[config.mk]
export PLATFORM = sky130hd
export DESIGN_NAME = floor_request_queue
export DESIGN_NICKNAME = d
export VERILOG_FILES = /design/src/rtl/floor_request_queue.sv
export SDC_FILE = /design/constraint.sdc
export NUM_CORES = 1
export LEC_CHECK = 0
export CAP_MARGIN = 25
export CORE_MARGIN = 1.5
export CORE_UTILIZATION = 40
export DETAILED_ROUTE_END_ITERATION = 8
export GPL_TIMING_DRIVEN = 0
export PLACE_DENSITY = 0.71
export SYNTH_ARGS = -nofsm -noshare
export SYNTH_HDL_FRONTEND = slang
export SYNTH_SLANG_ARGS = --single-unit
[constraint.sdc]
create_clock -name CLOCK_50 -period 3.1 [get_ports CLOCK_50]
set_input_delay 0.93 -clock CLOCK_50 [delete_from_list [all_inputs] [get_ports CLOCK_50]]
set_output_delay 0.93 -clock CLOCK_50 [all_outputs]
set_load 0.005 [all_outputs]
[src/rtl/floor_request_queue.sv]
// Elevator request entry: debounces the call button, keeps a pending-floor bitmap and
// picks the next target floor in SCAN order relative to the car position and direction.
module floor_request_queue #(
    parameter int NUM_FLOORS      = 10,
    parameter int DEBOUNCE_CYCLES = 1_000_000
) (
    input  logic                  CLOCK_50,
    input  logic                  rst,
    input  logic                  key_n_i,
    input  logic [3:0]            floor_sel_i,
    input  logic [NUM_FLOORS-1:0] cur_floor_i,
    input  logic                  direction_i,
    input  logic                  serve_ack_i,
    output logic [NUM_FLOORS-1:0] floor_reg_o,
    output logic                  req_valid_o,
    output logic [NUM_FLOORS-1:0] target_floor_o,
    output logic                  target_above_o,
    output logic                  target_below_o,
    output logic [3:0]            pend_count_o,
    output logic                  reject_o
);

    localparam int              DB_W    = $clog2(DEBOUNCE_CYCLES + 1);
    localparam logic [DB_W-1:0] DB_MAX  = DB_W'(DEBOUNCE_CYCLES);
    localparam logic [DB_W-1:0] DB_ONE  = DB_W'(1);
    localparam logic [3:0]      MAX_SEL = 4'(NUM_FLOORS);

    typedef enum logic [1:0] {
        ST_IDLE,
        ST_PRESS_WAIT,
        ST_HELD,
        ST_REL_WAIT
    } db_state_t;

    // ------------------------------------------------------------------
    // Helpers for the target search
    // ------------------------------------------------------------------
    function automatic logic [NUM_FLOORS-1:0] lowest_bit(input logic [NUM_FLOORS-1:0] v);
        logic [NUM_FLOORS-1:0] r;
        logic                  found;
        r     = '0;
        found = 1'b0;
        for (int i = 0; i < NUM_FLOORS; i++) begin
            if (v[i] && !found) begin
                r[i]  = 1'b1;
                found = 1'b1;
            end
        end
        return r;
    endfunction

    function automatic logic [NUM_FLOORS-1:0] highest_bit(input logic [NUM_FLOORS-1:0] v);
        logic [NUM_FLOORS-1:0] r;
        logic                  found;
        r     = '0;
        found = 1'b0;
        for (int i = NUM_FLOORS - 1; i >= 0; i--) begin
            if (v[i] && !found) begin
                r[i]  = 1'b1;
                found = 1'b1;
            end
        end
        return r;
    endfunction

    function automatic logic [3:0] popcount(input logic [NUM_FLOORS-1:0] v);
        logic [3:0] c;
        c = '0;
        for (int i = 0; i < NUM_FLOORS; i++) begin
            c = c + {3'b000, v[i]};
        end
        return c;
    endfunction

    // ------------------------------------------------------------------
    // State
    // ------------------------------------------------------------------
    logic                  key_meta_q, key_s_q;
    db_state_t             state_q, state_d;
    logic [DB_W-1:0]       cnt_q, cnt_d;
    logic [NUM_FLOORS-1:0] floor_q, floor_d;
    logic [NUM_FLOORS-1:0] target_q, target_d;
    logic                  above_q, above_d;
    logic                  below_q, below_d;
    logic                  req_valid_q, req_valid_d;
    logic [3:0]            count_q, count_d;
    logic                  reject_q, reject_d;

    logic                  accept;

    // ------------------------------------------------------------------
    // Debounce FSM: one accept per press, bounces shorter than the count ignored
    // ------------------------------------------------------------------
    always_comb begin
        // NOTE: every combinational output gets a default first so no path infers a latch.
        state_d = state_q;
        cnt_d   = cnt_q;
        accept  = 1'b0;
        unique case (state_q)
            ST_IDLE: begin
                if (!key_s_q) begin
                    state_d = ST_PRESS_WAIT;
                    cnt_d   = DB_ONE;
                end
            end
            ST_PRESS_WAIT: begin
                if (key_s_q) begin
                    state_d = ST_IDLE;
                    cnt_d   = '0;
                end else if (cnt_q == DB_MAX) begin
                    state_d = ST_HELD;
                    cnt_d   = '0;
                    accept  = 1'b1;
                end else begin
                    cnt_d = cnt_q + DB_ONE;
                end
            end
            ST_HELD: begin
                if (key_s_q) begin
                    state_d = ST_REL_WAIT;
                    cnt_d   = DB_ONE;
                end
            end
            ST_REL_WAIT: begin
                if (!key_s_q) begin
                    state_d = ST_HELD;
                    cnt_d   = '0;
                end else if (cnt_q == DB_MAX) begin
                    state_d = ST_IDLE;
                    cnt_d   = '0;
                end else begin
                    cnt_d = cnt_q + DB_ONE;
                end
            end
            default: begin
                state_d = ST_IDLE;
                cnt_d   = '0;
            end
        endcase
    end

    // ------------------------------------------------------------------
    // Pending bitmap and target selection
    // ------------------------------------------------------------------
    logic                  sel_valid;
    logic                  cur_valid;
    logic [NUM_FLOORS-1:0] set_vec, clr_vec;
    logic [NUM_FLOORS-1:0] below_mask, above_mask;
    logic [NUM_FLOORS-1:0] up_pick, down_pick, here_pick;

    always_comb begin
        below_mask = cur_floor_i - NUM_FLOORS'(1);
        above_mask = ~(below_mask | cur_floor_i);
        cur_valid  = (cur_floor_i != '0) && ((cur_floor_i & below_mask) == '0);

        sel_valid  = (floor_sel_i != 4'd0) && (floor_sel_i <= MAX_SEL);
        set_vec    = '0;
        if (accept && sel_valid) begin
            set_vec = NUM_FLOORS'(1) << (floor_sel_i - 4'd1);
        end
        clr_vec    = (serve_ack_i && cur_valid) ? cur_floor_i : '0;
        reject_d   = accept && !sel_valid;

        // Clear is applied after set so a same-cycle request for the served floor is dropped.
        floor_d    = (floor_q | set_vec) & ~clr_vec;

        up_pick    = lowest_bit(floor_q & above_mask);
        down_pick  = highest_bit(floor_q & below_mask);
        here_pick  = floor_q & cur_floor_i;

        target_d   = '0;
        if (cur_valid) begin
            if (direction_i) begin
                if (up_pick != '0)        target_d = up_pick;
                else if (down_pick != '0) target_d = down_pick;
                else                      target_d = here_pick;
            end else begin
                if (down_pick != '0)      target_d = down_pick;
                else if (up_pick != '0)   target_d = up_pick;
                else                      target_d = here_pick;
            end
        end
        above_d     = |(target_d & above_mask);
        below_d     = |(target_d & below_mask);
        req_valid_d = |floor_q;
        count_d     = popcount(floor_q);
    end

    // ------------------------------------------------------------------
    // Registers
    // ------------------------------------------------------------------
    // NOTE: sequential state uses non-blocking assignments so every flop samples pre-edge values.
    always_ff @(posedge CLOCK_50 or posedge rst) begin
        if (rst) begin
            key_meta_q  <= 1'b1;
            key_s_q     <= 1'b1;
            state_q     <= ST_IDLE;
            cnt_q       <= '0;
            floor_q     <= '0;
            target_q    <= '0;
            above_q     <= 1'b0;
            below_q     <= 1'b0;
            req_valid_q <= 1'b0;
            count_q     <= '0;
            reject_q    <= 1'b0;
        end else begin
            key_meta_q  <= key_n_i;
            key_s_q     <= key_meta_q;
            state_q     <= state_d;
            cnt_q       <= cnt_d;
            floor_q     <= floor_d;
            target_q    <= target_d;
            above_q     <= above_d;
            below_q     <= below_d;
            req_valid_q <= req_valid_d;
            count_q     <= count_d;
            reject_q    <= reject_d;
        end
    end

    assign floor_reg_o    = floor_q;
    assign req_valid_o    = req_valid_q;
    assign target_floor_o = target_q;
    assign target_above_o = above_q;
    assign target_below_o = below_q;
    assign pend_count_o   = count_q;
    assign reject_o       = reject_q;

endmodule

==> flow_results.org, run 1 <==
** Synth
- The synthesized design contains 0 enable-type register cells.
- Most used flip-flop cell after synthesis :: sky130_fd_sc_hd__dfrtp_1
- For this run, the number of Yosys warnings is 0.
- Post-Syn Nets :: 458
- After technology mapping, the gate count stands at 408.
- Of all flip-flops after synthesis, the portion carrying an async set or reset was 100%.
- Post-synthesis sequential area ratio :: 36.6%
- Yosys attributes the largest share of cell area to sky130_fd_sc_hd__dfrtp_1 35%, sky130_fd_sc_hd__ha_1 8.8%, sky130_fd_sc_hd__nand2_1 4.2%.
- Area share of the largest cell type after synthesis :: 35.1%
- In this run, distinct cell masters in the synthesized netlist total 60.
- Top cell type by total area after synthesis :: sky130_fd_sc_hd__dfrtp_1
- In this run the cell area of the synthesized design comes to 0.00356 mm².
- Dividing the synthesized area by the synthesized cell count gives 8.73 µm².
- Counting flops and latches in the post-synthesis netlist gives 52.

** Power and ir drop
- Across the VDD grid, the largest voltage drop is 0.192 mV.
- LEAKAGE :: 2.16 nW
- Power spread over the standard cell area amounts to 340 mW/mm².

** Final layout
- The post-route netlist has 25.7% of its cells at a drive strength greater than 1.
- Excluding fillers, the count of instances in the completed layout stands at 617.
- Filler instances :: 766
- Antenna Cells :: 0
- Area added between synthesis and finish :: 42.6%
- The final layout contains 558 nets.

** Global routing
- In the global route stage, overall resource usage came out at 23.3%.
- Antenna violations before repair :: 0
- First-pass GRT wire length :: 17800 µm
- The number of global-route vias before repair is 3570.
- Global routing finished with a remaining overflow of 0.
- Entering global routing, the biggest net connects 39 pins.

** Timing
- The count of final max-slew check failures came to 0.
- Final period utilization :: 114%
- Measured against its own limit, the worst slew margin works out to 40.1%.
- Setup violations remaining at the end of the flow were counted as 7.
- Derived from the worst setup path, the maximum achievable clock frequency is 282 MHz.
- Setup TNS after final layout :: -2.02 ns
- Hold Slack :: 0.361 ns
- Setup repair after global routing missed its margin :: true
- After layout, the worst setup slack is -0.441 ns.
- The clock arrives with 0.00719 ns of skew.
- Slew @ Worst Pin :: 0.890 ns
- Final worst path period need :: 3.54 ns
- The final number of hold-violating endpoints came to 0.

** Die
- Die height :: 97.4 µm
- Chip width :: 97.4 µm
- For this configuration, the core starts out at a cell density of 41.1%.
- Die area :: 0.00948 mm²
- Core Footprint :: 0.00868 mm²
- Site row count :: 34
- Total I/O pin count :: 47

** Worst setup path
- CP Capture Type :: flop
- Worst endpoint data arrival time :: 3.73 ns
- Required @ worst endpoint :: 3.29 ns
- Crit Path Max Fanout :: 5
- The critical path in this run is classified as input port to flop.
- Startpoint class of the critical path :: input port

** Run
- The tool flagged a number of max-cap violations equal to 0.

** Placement
- At the placement stage, the worst setup path has a slack of -2.10 ns.
- At the end of routability-driven placement, the weighted congestion stood at 0.969.
- Final HPWL DP :: 7840 µm
- Port buffering added 46 buffers.
- Number of instances in the placed design :: 563

** Routing
- For this block, the initial DRC count from the detailed router was 346.
- In the routed design, unresolved DRC markers number 0.
- The routed design has 11300 µm of wire.
- Via density per instance :: 6.08
- The count of nets left with antenna violations once routing finished came out at 0.
- Routed wirelength normalized by instance count :: 18.3 µm
- For this run, the detailed router's first-pass iteration total came to 5.
- Number of vias in the routed layout :: 3754

** Clocking
- CTS root buf :: sky130_fd_sc_hd__clkbuf_8
- The clock drives 52 sinks.
- The clock tree synthesis step divided the H-tree into 2 levels.
- The clock passes through at most 2 buffers.
- TritonCTS built the clock tree.
- Skew-Pair Late Insertion Delay :: 0.31 ns
- Counting the buffers created by CTS gives 5.
- Quantity of hold-fixing buffers added after cts :: 0
- Clock input transition at the sequential cells of the worst setup and hold paths :: 0.09 ns

** Worst hold path
- The worst hold path belongs to the class flop to flop.

** Run status
- Violated checks :: setup timing
- The run finished, with violations left.
-- state kept, by name, summed over array words and instances, names as in the netlist, named ones only --
name            count
req_valid_o         1
target_above_o      1
key_s_q             1
reject_o            1
state_q             1
target_below_o      1
key_meta_q          1
pend_count_o        4
cnt_q              20
target_floor_o     10
floor_reg_o        10
-- metal layers --
layer / global-route usage (%) / share of wire [%] / vias to the layer above
met5: 0 / 0 / -
met4: 9.89 / 4.8 / 0
met3: 4.03 / 7.8 / 59
met2: 37.4 / 47 / 228
met1: 30.9 / 41 / 1788
li1: - / - / 1679
-- layout make-up --
type	count	area [µm²]	area share, %
Multi-Input combinational cell	305	2380	46.8
Timing Repair Buffer	95	890	17.5
Buffer	10	67.6	1.33
Clock inverter	2	38.8	0.763
Tap cell	108	135	2.66
Clock buffer	6	82.6	1.62
Inverter	39	188	3.69
Sequential cell	52	1310	25.7
-- final timing paths --
kind | end | depth (start not counted) | slack, ns | startpoint
worst max register to register | pend_count_o[1]$_DFF_PP0_ | 9 | 0.06 | floor_reg_o[7]$_DFF_PP0_
min in group asynchronous | cnt_q[5]$_DFFE_PP0P_ | 2 | 0.89 | rst
worst max-delay path | target_above_o$_DFF_PP0_ | 13 | -0.44 | cur_floor_i[9]
worst min register to register | key_s_q$_DFF_PP1_ | 0 | 0.36 | key_meta_q$_DFF_PP1_
worst min-delay path | key_s_q$_DFF_PP1_ | 0 | 0.36 | key_meta_q$_DFF_PP1_
max in group asynchronous | key_s_q$_DFF_PP1_ | 3 | 1.64 | rst
-- cell usage after synthesis (all sizes together), types with 3 or more instances --
| library cell | number |
|---|---|
| nand3 | 27 |
| buf | 3 |
| nor2 | 26 |
| nor3 | 6 |
| o31ai | 8 |
| dfrtp | 50 |
| fa | 6 |
| ha | 25 |
| inv | 39 |
| nor3b | 3 |
| a222oi | 5 |
| and2 | 4 |
| clkbuf | 9 |
| o41ai | 5 |
| nor2b | 11 |
| a21oi | 28 |
| and3 | 12 |
| nor4 | 10 |
| o21a | 3 |
| a31oi | 5 |
| xnor2 | 4 |
| or4 | 3 |
| nand2 | 40 |
| nand4 | 13 |
| o21ai | 29 |
-- cells in the final DEF (no fill, tap or decap), types with 4 or more instances in the layout --
master / n
sky130_fd_sc_hd__a21oi_1: 26
sky130_fd_sc_hd__a222oi_1: 5
sky130_fd_sc_hd__a31oi_1: 4
sky130_fd_sc_hd__and3_1: 9
sky130_fd_sc_hd__buf_12: 4
sky130_fd_sc_hd__buf_4: 41
sky130_fd_sc_hd__buf_6: 10
sky130_fd_sc_hd__clkbuf_1: 5
sky130_fd_sc_hd__clkbuf_8: 7
sky130_fd_sc_hd__clkdlybuf4s50_1: 37
sky130_fd_sc_hd__dfrtp_1: 49
sky130_fd_sc_hd__fa_1: 6
sky130_fd_sc_hd__ha_1: 20
sky130_fd_sc_hd__ha_4: 4
sky130_fd_sc_hd__inv_1: 31
sky130_fd_sc_hd__inv_2: 5
sky130_fd_sc_hd__nand2_1: 38
sky130_fd_sc_hd__nand3_1: 21
sky130_fd_sc_hd__nand3_4: 4
sky130_fd_sc_hd__nand4_1: 13
sky130_fd_sc_hd__nor2_1: 21
sky130_fd_sc_hd__nor2b_1: 11
sky130_fd_sc_hd__nor3_1: 4
sky130_fd_sc_hd__nor4_1: 5
sky130_fd_sc_hd__o21ai_0: 25
sky130_fd_sc_hd__o31ai_1: 8
sky130_fd_sc_hd__o41ai_1: 5
sky130_fd_sc_hd__xnor2_1: 4
-- what timing repair did --
action / in CTS / in global routing
gates resized for setup: 75 / 49
cloned: 0 / 0
buffers inserted: 30 / 18
pin swaps: 26 / 20
setup endpoints to repair: 24 / 23
-- power breakdown --
group / switching (mW) / internal, mW
combinational: 0.279 / 0.207
sequential: 0.0375 / 0.711
clock: 0.231 / 0.264
total: 0.547 / 1.18
-- stage by stage --
stage               instance area [µm²]  util [%]  power [mW]
floorplan                          3670         -       0.998
global placement                   4270      49.1        1.14
detailed placement                 4290      49.4        1.15
CTS                                4770      55.0        1.68
global route                       5080      58.6        1.81
finish                             5080      58.6        1.73
-- critical path, cell delays in order --
cell and delay (ns):
sky130_fd_sc_hd__clkdlybuf4s50_1 0.62, sky130_fd_sc_hd__inv_1 0.12, sky130_fd_sc_hd__ha_4 0.30, sky130_fd_sc_hd__a222oi_1 0.06, sky130_fd_sc_hd__buf_4 0.18, sky130_fd_sc_hd__buf_6 0.12, sky130_fd_sc_hd__and3_4 0.17, sky130_fd_sc_hd__and3_4 0.22
sky130_fd_sc_hd__nand4_1 0.11, sky130_fd_sc_hd__buf_4 0.14, sky130_fd_sc_hd__nand3_4 0.09, sky130_fd_sc_hd__a221o_1 0.36, sky130_fd_sc_hd__a2111o_1 0.30
-- kinds of logic (layout without fill, tap and decap cells) --
logic type / Yosys count / in the layout / share of synthesized area (%)
multiplexers: 2 / 2 / 0.562
adder cells (fa/ha/maj): 31 / 31 / 12.1
AND/OR/NAND/NOR: 164 / 164 / 24.7
AO/OA/AOI/OAI: 102 / 102 / 18.9
buffers and inverters: 51 / 152 / 5.65
flip-flops: 52 / 52 / 36.6
XOR/XNOR: 6 / 6 / 1.47
Power figures use the tool's default switching activity.
==> run 2: changes to the inputs <==
HOLD_SLACK_MARGIN = 0.03   (was unset)
clock period = 4.1 ns   (was 3.1 ns; I/O delays follow)
==> flow_results.org, run 2 (synthesis results as in run 1) <==
** Global routing
- First-pass GRT wire length :: 17400 µm (-2.2%)
- Antenna violations before repair :: 0 (unchanged)
- Total congestion overflow :: 0 (unchanged)
- Overall global routing resource usage :: 22.8% (-0.47 points)
- The maximum number of pins on one net before global-route repair is 32 (-18%).
- The number of global-route vias before repair is 3496 (-2.1%).

** Final layout
- The area growth from synthesis to layout is 29.0%.
- The count of antenna diodes in the layout is 0 (unchanged).
- The share of layout cells above drive strength 1 was 15.1% (-11 points).
- Most common cell after layout, fill and taps aside :: sky130_fd_sc_hd__dfrtp_1
- The register with the most flip-flops in the final layout is cnt_q.
- Layout Nets :: 533 (-4.5%)
- Max FFs per register :: 20 (unchanged)
- Leading cell types in the layout, fill and taps excluded :: 50 x sky130_fd_sc_hd__dfrtp_1, 40 x sky130_fd_sc_hd__nand2_1, 37 x sky130_fd_sc_hd__clkdlybuf4s50_1
- Final core utilization :: 53.0% (-5.6 points)
- Filler instances :: 824 (+7.6%)

** Die
- Die height :: 97.4 µm (unchanged)
- The effective utilization at floorplan was 41.1% (unchanged).
- Total I/O pin count :: 47 (unchanged)
- Chip width :: 97.4 µm (unchanged)
- Site row count :: 34 (unchanged)
- Core Footprint :: 0.00868 mm² (unchanged)
- The area enclosed by the die boundary came to 0.00948 mm² (unchanged).

** Timing
- Timing would allow up to 247 MHz.
- Clock skew after layout :: 0.0121 ns (+0.00486 ns)
- The sum of negative setup slack came to 0 ns (+2.02 ns).
- The total setup violations reported at the end of the flow was 0 (-7).
- The transition at the pin with the smallest max-transition slack is 0.789 ns (-0.101 ns).
- Of the available clock period, the critical path in the final layout requires 98.6%.
- Max-slew violations :: 0 (unchanged)
- The worst slew slack as a fraction of its limit was 46.9% (+6.8 points).
- The final number of hold-violating endpoints is 0 (unchanged).
- The smallest clock period supported by the final layout is computed as 4.04 ns.

** Power and ir drop
- Sw power :: 412 µW (-25%)
- PwrDens :: 275 mW/mm² (-19%)
- The leakage power figure was 1.96 nW (-9.5%).
- Power Total :: 1.26 mW (-27%)
- The switching part of the total power is 32.6% (+0.98 points).
- Comb power frac :: 25.7% (-2.4 points)
- The cell internal power dissipation was 852 µW (-28%).
- The maximum vdd drop was 0.169 mV (-12%).
- Sequential power share :: 44.6% (+1.3 points)
- The fraction of power consumed by the clock network came to 29.7% (+1.1 points).

** Worst setup path
- The worst setup path is of the input port to flop kind.
- The worst setup path is launched from an input port.
- The data required time at the worst endpoint came to 4.29 ns (+1.00 ns).
- The worst setup path is captured at a flop.
- Worst endpoint data arrival time :: 4.24 ns (+0.51 ns)
- The largest fanout of any net on the critical path is 5 (unchanged).

** Run status
- Result of the run :: finished clean

** Routing
- Residual DRC count :: 0 (unchanged)
- The total length of routed wires is 10600 µm (-5.8%).
- Via density per instance :: 5.92 (-2.6%)
- Remaining antenna violation count after routing :: 0 (unchanged)
- DRC violation total after the first TritonRoute iteration :: 301 (-13%)
- The first-pass iteration count of the detailed router came to 5 (unchanged).
- Routed wirelength normalized by instance count :: 17.9 µm (-1.8%)
- Number of vias in the routed layout :: 3507 (-6.6%)

** Clocking
- CTS root buf :: sky130_fd_sc_hd__clkbuf_8
- The clock tree buffer depth is 2 (unchanged).
- The maximum level of the CTS H-tree is 2 (unchanged).
- The clock buffer count from CTS is 5 (unchanged).
- TritonCTS built the clock tree.
- The count of clock tree sinks came to 52 (unchanged).
- Clock input transition at the sequential cells of the worst setup and hold paths :: 0.11 ns (+0.02 ns)
- Skew-Pair Late Insertion Delay :: 0.32 ns (about the same)

** Placement
- Final estimated routing congestion in global placement :: 0.988 (+1.9%)
- Port buffer count :: 46 (unchanged)
- The total half-perimeter wirelength after legalization and detailed placement came to 7810 µm (-0.41%).

** Run
- The count of max-cap constraint violations is 0 (unchanged).

** Worst hold path
- The worst hold path belongs to the class flop to flop.
## run 2: critical path, cell delays in order
cell and delay, ns:
sky130_fd_sc_hd__dlygate4sd2_1 0.34, sky130_fd_sc_hd__nor4_2 0.36, sky130_fd_sc_hd__nand2_1 0.19, sky130_fd_sc_hd__ha_4 0.33, sky130_fd_sc_hd__a222oi_1 0.06, sky130_fd_sc_hd__buf_4 0.18
sky130_fd_sc_hd__buf_4 0.15, sky130_fd_sc_hd__and3_2 0.23, sky130_fd_sc_hd__and3_4 0.23, sky130_fd_sc_hd__nand4_1 0.16, sky130_fd_sc_hd__nand3_4 0.10, sky130_fd_sc_hd__a221o_1 0.37
sky130_fd_sc_hd__a2111o_1 0.31
## run 2: repair_timing
action                                  CTS  global route
endpoints found under the setup margin   22            13
resized for setup                        21            23
hold buffers                              0             0
buffers inserted                         17             4
cloned                                    0             0
pin swaps                                 8            10
## run 2: per-stage QoR
stage / hold slack, ns / instance area [µm²] / cells / setup WS, ns
after floorplan: 0.345 / 3650 / 408 / 0.0269
after global placement: 0.349 / 4250 / 562 / -1.33
after detailed placement: 0.349 / 4270 / 563 / -1.26
after CTS: 0.370 / 4550 / 588 / 0.0170
after global routing: 0.374 / 4600 / 592 / -0.0231
final: 0.367 / 4600 / 592 / 0.0563
## run 2: cell type report
type,instances,area [µm²],area share [%]
well taps,108,135,2.94
clock buffers,6,72.6,1.58
clock inverters,2,38.8,0.844
inverters,39,161,3.51
flip-flops and latches,52,1300,28.4
multi-input cells,305,2220,48.2
repair buffers,68,608,13.2
plain buffers,12,60.1,1.31
## run 2: layer usage
metal	vias up	global-route usage (%)	share of wire, %
li1	1631	-	-
met3	26	3.45	6.6
met5	-	0	0
met4	0	10.0	3.0
met1	1682	30.6	44
met2	168	36.5	47
## run 2: power groups by stage
| stage | clock, mW | sequential (mW) | combinational (mW) |
|---|---|---|---|
| 3_5_place_dp | 0 | 0.573 | 0.296 |
| 6_report | 0.375 | 0.564 | 0.325 |
| 3_3_place_gp | 0 | 0.573 | 0.290 |
| 5_1_grt | 0.399 | 0.568 | 0.359 |
| 4_1_cts | 0.380 | 0.564 | 0.315 |
| 2_1_floorplan | 0 | 0.568 | 0.186 |
## run 2: worst paths after layout
| kind | slack, ns | startpoint | depth (start not counted) | end |
|---|---|---|---|---|
| min reg2reg | 0.37 | key_meta_q$_DFF_PP1_ | 0 | key_s_q$_DFF_PP1_ |
| max reg2reg | 1.02 | floor_reg_o[9]$_DFF_PP0_ | 10 | pend_count_o[2]$_DFF_PP0_ |
| max | 0.06 | cur_floor_i[5] | 13 | target_above_o$_DFF_PP0_ |
| min | 0.37 | key_meta_q$_DFF_PP1_ | 0 | key_s_q$_DFF_PP1_ |
| min in group asynchronous | 1.25 | rst | 2 | target_floor_o[9]$_DFF_PP0_ |
| max in group asynchronous | 2.25 | rst | 3 | key_s_q$_DFF_PP1_ |
